File: src/rtl/mem_access_unit_pkg.sv
// mem_pkg: shared funct3 codes, byte-enable masks, FSM states and access-size decode for the load/store unit.
package mem_pkg;
  localparam logic [2:0] F3_LB = 3'b000;
  localparam logic [2:0] F3_LH = 3'b001;
  localparam logic [2:0] F3_LW = 3'b010;
  localparam logic [2:0] F3_LBU = 3'b100;
  localparam logic [2:0] F3_LHU = 3'b101;
  localparam logic [2:0] F3_SB = 3'b000;
  localparam logic [2:0] F3_SH = 3'b001;
  localparam logic [2:0] F3_SW = 3'b010;
  localparam logic [3:0] BE_BYTE = 4'b0001;
  localparam logic [3:0] BE_HALF = 4'b0011;
  localparam logic [3:0] BE_WORD = 4'b1111;
  typedef enum logic [1:0] {IDLE, REQ, WAIT_RSP, DONE} mau_state_t;
  typedef enum logic [1:0] {SZ_BYTE, SZ_HALF, SZ_WORD} acc_size_t;
  // Stores only know sb/sh/sw; loads also size their unsigned variants.
  function automatic acc_size_t accessSize(input logic [2:0] funct3, input logic isStore);
    if (isStore)
      return funct3 == F3_SB ? SZ_BYTE : funct3 == F3_SH ? SZ_HALF : SZ_WORD;
    return (funct3 == F3_LB || funct3 == F3_LBU) ? SZ_BYTE :
           (funct3 == F3_LH || funct3 == F3_LHU) ? SZ_HALF : SZ_WORD;
  endfunction
endpackage

File: src/rtl/mem_access_unit_if.sv
// mem_access_unit_if: req/gnt/rvalid data-bus bundle between the load/store unit and memory.
interface mem_access_unit_if #(parameter int XLEN = 32);
  logic bus_req;
  logic bus_we;
  logic [XLEN-1:0] bus_addr;
  logic [3:0] bus_be;
  logic [XLEN-1:0] bus_wdata;
  logic bus_gnt;
  logic bus_rvalid;
  logic [XLEN-1:0] bus_rdata;
  modport master(output bus_req, bus_we, bus_addr, bus_be, bus_wdata, input bus_gnt, bus_rvalid, bus_rdata);
  modport slave(input bus_req, bus_we, bus_addr, bus_be, bus_wdata, output bus_gnt, bus_rvalid, bus_rdata);
endinterface

File: src/rtl/mem_access_unit_load_formatter.sv
// load_formatter: extracts and sign/zero-extends the addressed byte or half of a read word.
module load_formatter
  import mem_pkg::*;
(
  input  logic [2:0]  funct3,
  input  logic [1:0]  lane,
  input  logic [31:0] rdata,
  output logic [31:0] result
);
  logic [7:0] byteSel;
  logic [15:0] halfSel;
  assign byteSel = rdata[8*lane +: 8];
  assign halfSel = lane[1] ? rdata[31:16] : rdata[15:0];
  always_comb
    result = funct3 == F3_LB  ? {{24{byteSel[7]}}, byteSel} :
             funct3 == F3_LBU ? {24'b0, byteSel} :
             funct3 == F3_LH  ? {{16{halfSel[15]}}, halfSel} :
             funct3 == F3_LHU ? {16'b0, halfSel} : rdata;
endmodule

File: src/rtl/mem_access_unit.sv
// mem_access_unit: M-stage load/store unit driving a req/gnt/rvalid bus and stalling the pipeline.
// MISALIGN_TRAP_EN: trap misaligned half/word accesses instead of forcing natural alignment.
module mem_access_unit
  import mem_pkg::*;
#(
  parameter int XLEN = 32,
  parameter logic [XLEN-1:0] RESET_RDATA = 32'h0
) (
  input  logic            CLK,
  input  logic            RST_N,
  input  logic            MemReadM,
  input  logic            MemWriteM,
  input  logic [2:0]      Funct3M,
  input  logic [XLEN-1:0] ALUResultM,
  input  logic [XLEN-1:0] WriteDataM,
  mem_access_unit_if.master bus,
  output logic [XLEN-1:0] ReadDataM,
  output logic            StallM,
  output logic            MisalignM
);
  mau_state_t state, nextState;
  acc_size_t size;
  logic access, isStore, misaligned;
  logic [3:0] curBe, reqBe;
  logic [XLEN-1:0] curAddr, curWdata, reqAddr, reqWdata, holdData, loadResult;
  logic reqWe;
  logic [2:0] reqFunct3;
  logic [1:0] reqLane;
  // Gated by reset so the combinational request cannot escape while the unit is held in reset.
  assign access = RST_N & (MemReadM | MemWriteM);
  assign isStore = MemWriteM;
  assign size = accessSize(Funct3M, isStore);
  assign curAddr = {ALUResultM[XLEN-1:2], 2'b00};
  always_comb begin
    curBe = size == SZ_BYTE ? BE_BYTE << ALUResultM[1:0] :
            size == SZ_HALF ? BE_HALF << {ALUResultM[1], 1'b0} : BE_WORD;
    curWdata = size == SZ_BYTE ? {4{WriteDataM[7:0]}} :
               size == SZ_HALF ? {2{WriteDataM[15:0]}} : WriteDataM;
  end
`ifdef MISALIGN_TRAP_EN
  assign misaligned = (size == SZ_HALF && ALUResultM[0]) || (size == SZ_WORD && |ALUResultM[1:0]);
`else
  assign misaligned = 1'b0;
`endif
  always_comb begin
    nextState = state;
    StallM = 1'b0;
    bus.bus_req = 1'b0;
    bus.bus_we = reqWe;
    bus.bus_addr = reqAddr;
    bus.bus_be = reqBe;
    bus.bus_wdata = reqWdata;
    case (state)
      IDLE: begin
        StallM = access;
        bus.bus_req = access & ~misaligned;
        bus.bus_we = isStore;
        bus.bus_addr = curAddr;
        bus.bus_be = curBe;
        bus.bus_wdata = curWdata;
        nextState = !access ? IDLE : misaligned ? DONE : !bus.bus_gnt ? REQ : isStore ? DONE : WAIT_RSP;
      end
      REQ: begin
        StallM = 1'b1;
        bus.bus_req = 1'b1;
        nextState = !bus.bus_gnt ? REQ : reqWe ? DONE : WAIT_RSP;
      end
      WAIT_RSP: begin
        StallM = 1'b1;
        nextState = bus.bus_rvalid ? DONE : WAIT_RSP;
      end
      default: nextState = IDLE;
    endcase
  end
  always_ff @(posedge CLK or negedge RST_N)
    if (!RST_N) begin
      state <= IDLE;
      reqWe <= 1'b0;
      reqAddr <= '0;
      reqBe <= '0;
      reqWdata <= '0;
      reqFunct3 <= '0;
      reqLane <= '0;
      holdData <= RESET_RDATA;
    end else begin
      state <= nextState;
      if (state == IDLE && access) begin
        reqWe <= isStore;
        reqAddr <= curAddr;
        reqBe <= curBe;
        reqWdata <= curWdata;
        reqFunct3 <= Funct3M;
        reqLane <= ALUResultM[1:0];
      end
      if (state == WAIT_RSP && bus.bus_rvalid)
        holdData <= loadResult;
      else if (state == IDLE && access && misaligned)
        holdData <= '0;
    end
`ifdef MISALIGN_TRAP_EN
  logic misReg;
  // Only the IDLE->DONE trap path sets this, so it is high exactly in that DONE cycle.
  always_ff @(posedge CLK or negedge RST_N)
    if (!RST_N)
      misReg <= 1'b0;
    else
      misReg <= state == IDLE && access && misaligned;
  assign MisalignM = misReg;
`else
  assign MisalignM = 1'b0;
`endif
  assign ReadDataM = holdData;
  load_formatter uFormatter (
    .funct3(reqFunct3),
    .lane  (reqLane),
    .rdata (bus.bus_rdata),
    .result(loadResult)
  );
endmodule

File: src/flat_wrapper.sv
// flat-port wrapper written by rule: the top's interface ports become plain ports
module mem_access_unit_flat import mem_pkg::*;
#(
  parameter int XLEN = 32,
  parameter logic [XLEN-1:0] RESET_RDATA = 32'h0
)
  (CLK, RST_N, MemReadM, MemWriteM, Funct3M, ALUResultM, WriteDataM, ReadDataM, StallM, MisalignM, bus_bus_req, bus_bus_we, bus_bus_addr, bus_bus_be, bus_bus_wdata, bus_bus_gnt, bus_bus_rvalid, bus_bus_rdata);
  mem_access_unit_if #(.XLEN(XLEN)) bus_i ();
  input  logic CLK;
  input  logic RST_N;
  input  logic MemReadM;
  input  logic MemWriteM;
  input  logic [2:0] Funct3M;
  input  logic [XLEN-1:0] ALUResultM;
  input  logic [XLEN-1:0] WriteDataM;
  output logic [XLEN-1:0] ReadDataM;
  output logic StallM;
  output logic MisalignM;
  output wire logic [$bits(bus_i.bus_req)-1:0] bus_bus_req;
  output wire logic [$bits(bus_i.bus_we)-1:0] bus_bus_we;
  output wire logic [$bits(bus_i.bus_addr)-1:0] bus_bus_addr;
  output wire logic [$bits(bus_i.bus_be)-1:0] bus_bus_be;
  output wire logic [$bits(bus_i.bus_wdata)-1:0] bus_bus_wdata;
  input wire logic [$bits(bus_i.bus_gnt)-1:0] bus_bus_gnt;
  input wire logic [$bits(bus_i.bus_rvalid)-1:0] bus_bus_rvalid;
  input wire logic [$bits(bus_i.bus_rdata)-1:0] bus_bus_rdata;
  assign bus_bus_req = bus_i.bus_req;
  assign bus_bus_we = bus_i.bus_we;
  assign bus_bus_addr = bus_i.bus_addr;
  assign bus_bus_be = bus_i.bus_be;
  assign bus_bus_wdata = bus_i.bus_wdata;
  assign bus_i.bus_gnt = bus_bus_gnt;
  assign bus_i.bus_rvalid = bus_bus_rvalid;
  assign bus_i.bus_rdata = bus_bus_rdata;
  mem_access_unit #(.XLEN(XLEN), .RESET_RDATA(RESET_RDATA)) u_core (.CLK(CLK), .RST_N(RST_N), .MemReadM(MemReadM), .MemWriteM(MemWriteM), .Funct3M(Funct3M), .ALUResultM(ALUResultM), .WriteDataM(WriteDataM), .bus(bus_i), .ReadDataM(ReadDataM), .StallM(StallM), .MisalignM(MisalignM));
endmodule
File: config.mk
export PLATFORM = sky130hd
export DESIGN_NAME = mem_access_unit_flat
export DESIGN_NICKNAME = d
export VERILOG_FILES = /design/src/rtl/mem_access_unit_pkg.sv /design/src/rtl/mem_access_unit_if.sv /design/src/rtl/mem_access_unit_load_formatter.sv /design/src/rtl/mem_access_unit.sv /design/src/flat_wrapper.sv
export SDC_FILE = /design/constraint.sdc
export NUM_CORES = 1
export LEC_CHECK = 0
export ABC_AREA = 1
export BUFFER_PORTS_ARGS = -buffer_cell sky130_fd_sc_hd__buf_4
export CORE_UTILIZATION = 30
export CTS_CLUSTER_DIAMETER = 120
export DETAILED_ROUTE_END_ITERATION = 8
export PLACE_DENSITY = 0.53
export SETUP_SLACK_MARGIN = 0.02
export SYNTH_ARGS = -nofsm -noshare
export SYNTH_HDL_FRONTEND = slang
export SYNTH_SLANG_ARGS = --single-unit
export TNS_END_PERCENT = 20
File: constraint.sdc
create_clock -name CLK -period 2.2 [get_ports CLK]
set_input_delay 0.44 -clock CLK [delete_from_list [all_inputs] [get_ports CLK]]
set_output_delay 0.44 -clock CLK [all_outputs]
set_load 0.05 [all_outputs]
==> results.json <==
{
  "outcome": "complete, no violations",
  "layout.cell_area.non_filler_mm2": 0.00865,
  "slew_violations": 0,
  "synth_mux_area_share_pct": 0,
  "layout_setup_ws_ps": 103,
  "rows": 52,
  "synth-main-ff-cell": "dfrtp_1",
  "crit_path_end_kind": "output pin",
  "clkLatencyLatePin_ps": 350,
  "p_total_uw": 16100,
  "synth_warnings": 0,
  "ys_types": 26,
  "synth.avg_cell_area_um2": 6.75,
  "slowest_delay_ps": 390,
  "hold_viol": 0,
  "synthArstFlopShare_pct": 100,
  "crit_start": "u_core.state[0]",
  "hold_buffers": 0,
  "cp_cell_sequence": "inv_2 -> ha_4 -> inv_8 -> buf_16 -> o21ai_1 -> buf_4",
  "fmax_ghz": 0.477,
  "vdd_drop_max_mv": 1.08,
  "finClkSkew_ps": 9.40,
  "clockRootBuffer": "clkbuf_16",
  "critical_path.slowest_cell": "dfrtp_1",
  "final_nets": 1221,
  "grt_pass1_wl_mm": 32.2,
  "cts_sinks": 106,
  "die_w_um": 146,
  "power_leakage_uw": 0.00476,
  "synth-edff-count": 0,
  "crit_type": "register to output pin",
  "hpwl_mm": 14.4,
  "viasPerCell": 4.55,
  "crit_fanout": 25,
  "period_minus_slack_ps": 2100,
  "diodes": 0,
  "start_util_pct": 30.7,
  "drt-total-wl_mm": 20.1,
  "clk_pin_slew_ps": 80,
  "place_area_mm2": 0.00807,
  "min_path_type": "input port to async pin",
  "cap_violations": 0,
  "grt_overflow": 0,
  "grt_max_degree": 57,
  "finalSetupTns_ps": 0,
  "synthCells": 924,
  "synth_seq_cells": 106,
  "die_area_mm2": 0.0214,
  "synth_top_family_by_area": "simple AND/OR/NAND/NOR gates",
  "ioPinCount": 209,
  "critPathRequiredTime_ps": 1760,
  "vias": 6317,
  "synth_adder_area_share_pct": 0.802,
  "core-area_mm2": 0.0203,
  "die_h_um": 146,
  "rsz0062_at_grt": "yes",
  "relSlewSlack_pct": 50.6,
  "final_layout_size_suffix_gt1_share_pct": 26.5,
  "fin_crit_sh_pct": 95.3,
  "yosysTopAreaCellShare_pct": 42.5,
  "antenna_found_initial": 0,
  "htreeDepth": 3,
  "numCtsBuffers": 9,
  "setup_violations": 0,
  "timing.rr.start": "u_core.state[0]",
  "cts_tree": "built",
  "drt_iter0_markers": 386,
  "crit_family": "buffers and inverters",
  "port_buffers": 205,
  "synthSimpleGateAreaFrac_pct": 30.0,
  "firstDrtPassIters": 5,
  "yosys.area.top_type": "dfrtp_1",
  "finalWeightedCongestion": 0.849,
  "netlist_area_mm2": 0.00624,
  "grt_pass1_vias": 6014,
  "post-place-ws_ps": -14.1,
  "grt_usage_pct": 19.0,
  "ant_nets": 0,
  "area_growth_pct": 38.7,
  "ys_top_cells_by_area": "dfrtp_1 43%, nand2_1 24%, o21ai_0 6.7%, inv_1 6.1%, o21ai_1 4.8%",
  "synth_xor_xnor_area_share_pct": 0,
  "post_drt_wl_per_cell_um": 14.5,
  "synth_compound_area_share_pct": 15.0,
  "drc_errors": 0,
  "ctsLongestPathBuffers": 2,
  "start_kind": "register",
  "cp_num_buf_inv": 4,
  "seq_area_frac_synth_pct": 42.5,
  "worstMarginPinSlew_ps": 741,
  "power_per_cell_area_mw_per_mm2": 1860,
  "worstPathArrival_ps": 1660
}
-- sequential cells by signal (all words and copies together), names as in the netlist --
name	flops
u_core.ReadDataM	32
u_core.reqAddr	30
u_core.reqBe	4
u_core.reqFunct3	3
u_core.reqLane	2
u_core.reqWdata	32
u_core.reqWe	1
u_core.state	2
-- power breakdown --
part | leakage (uW) | internal [uW] | switching [uW]
Sequential | 0.00131 | 2880 | 521
Clock | 0.000164 | 1030 | 819
Combinational | 0.00329 | 3430 | 7400
Total | 0.00476 | 7330 | 8740
-- synthesized netlist by cell type (3+ instances only) --
master / number
o21ai_0: 84
buf_2: 22
nand2_2: 5
buf_4: 10
inv_2: 6
o21ai_2: 8
o21ai_1: 60
nand2_1: 393
dfrtp_1: 106
inv_1: 101
o211ai_1: 7
clkbuf_1: 17
nor2_1: 19
ha_1: 4
nor2_2: 3
a21oi_1: 16
nand3_1: 49
buf_6: 6
-- layout make-up --
| type | instances | area (um2) |
|---|---|---|
| clock buffers | 9 | 225 |
| clock inverters | 7 | 109 |
| fillers | 2212 | 11600 |
| inverters | 107 | 409 |
| multi-input cells | 657 | 2970 |
| flip-flops and latches | 106 | 2650 |
| well taps | 270 | 338 |
| repair buffers | 231 | 1950 |
-- stage by stage --
step	utilization, %	hold slack, ps	std cells
CTS	42.0	298	1386
floorplan	-	144	926
global route	42.6	315	1387
finish	42.6	276	1387
detailed placement	39.7	467	1366
global placement	39.7	467	1366
-- worst reg2reg max path: stages (launching register included) --
cell and delay [ps]:
dfrtp_1 390, inv_2 90, ha_4 200, nand2_2 80
nor2_4 140, buf_4 370, nand2_1 220, nand2_1 110
-- final timing paths --
path / endpoint / slack (ps) / cells after the start
setup / recovery: bus_bus_wdata[7] / 100 / 6
hold / removal: u_core.state[1] / 280 / 2
hold reg to reg: u_core.ReadDataM[20] / 480 / 2
min in group CLK: u_core.reqLane[0] / 330 / 3
setup reg to reg: u_core.reqFunct3[2] / 530 / 7
max in group asynchronous: u_core.reqBe[0] / 1410 / 2
-- kinds of logic after synthesis --
family | after synthesis
buffers and inverters | 163
AOI/OAI and AO/OA | 177
DFF | 106
other | 1
and+or+nand+nor | 473
adders and majority gates | 4
-- per-layer routing --
metal	vias up	global-route usage, %	wire length [um]
li1	3258	-	-
met1	2841	25.7	9260
met2	207	29.4	8860
met3	11	6.38	1810
met4	0	3.80	183
met5	-	0	0
-- timing repair --
action                                  CTS  global route
endpoints found under the setup margin   67            63
buffers inserted                          2             0
gates cloned                              2             1
gates resized for setup                  38            28
-- cells in the final DEF, fill, tap and decap left out, drive strengths merged --
master	instances
nand3	49
buf	230
a21oi	16
inv	111
clkbuf	10
o22ai	1
nand4	1
a31oi	1
dfrtp	106
conb	3
nand3b	1
nor2	23
bufinv	2
clkinv	1
or2	1
nand2	398
ha	4
o211ai	7
o21ai	152
Power figures use the tool's default switching activity.
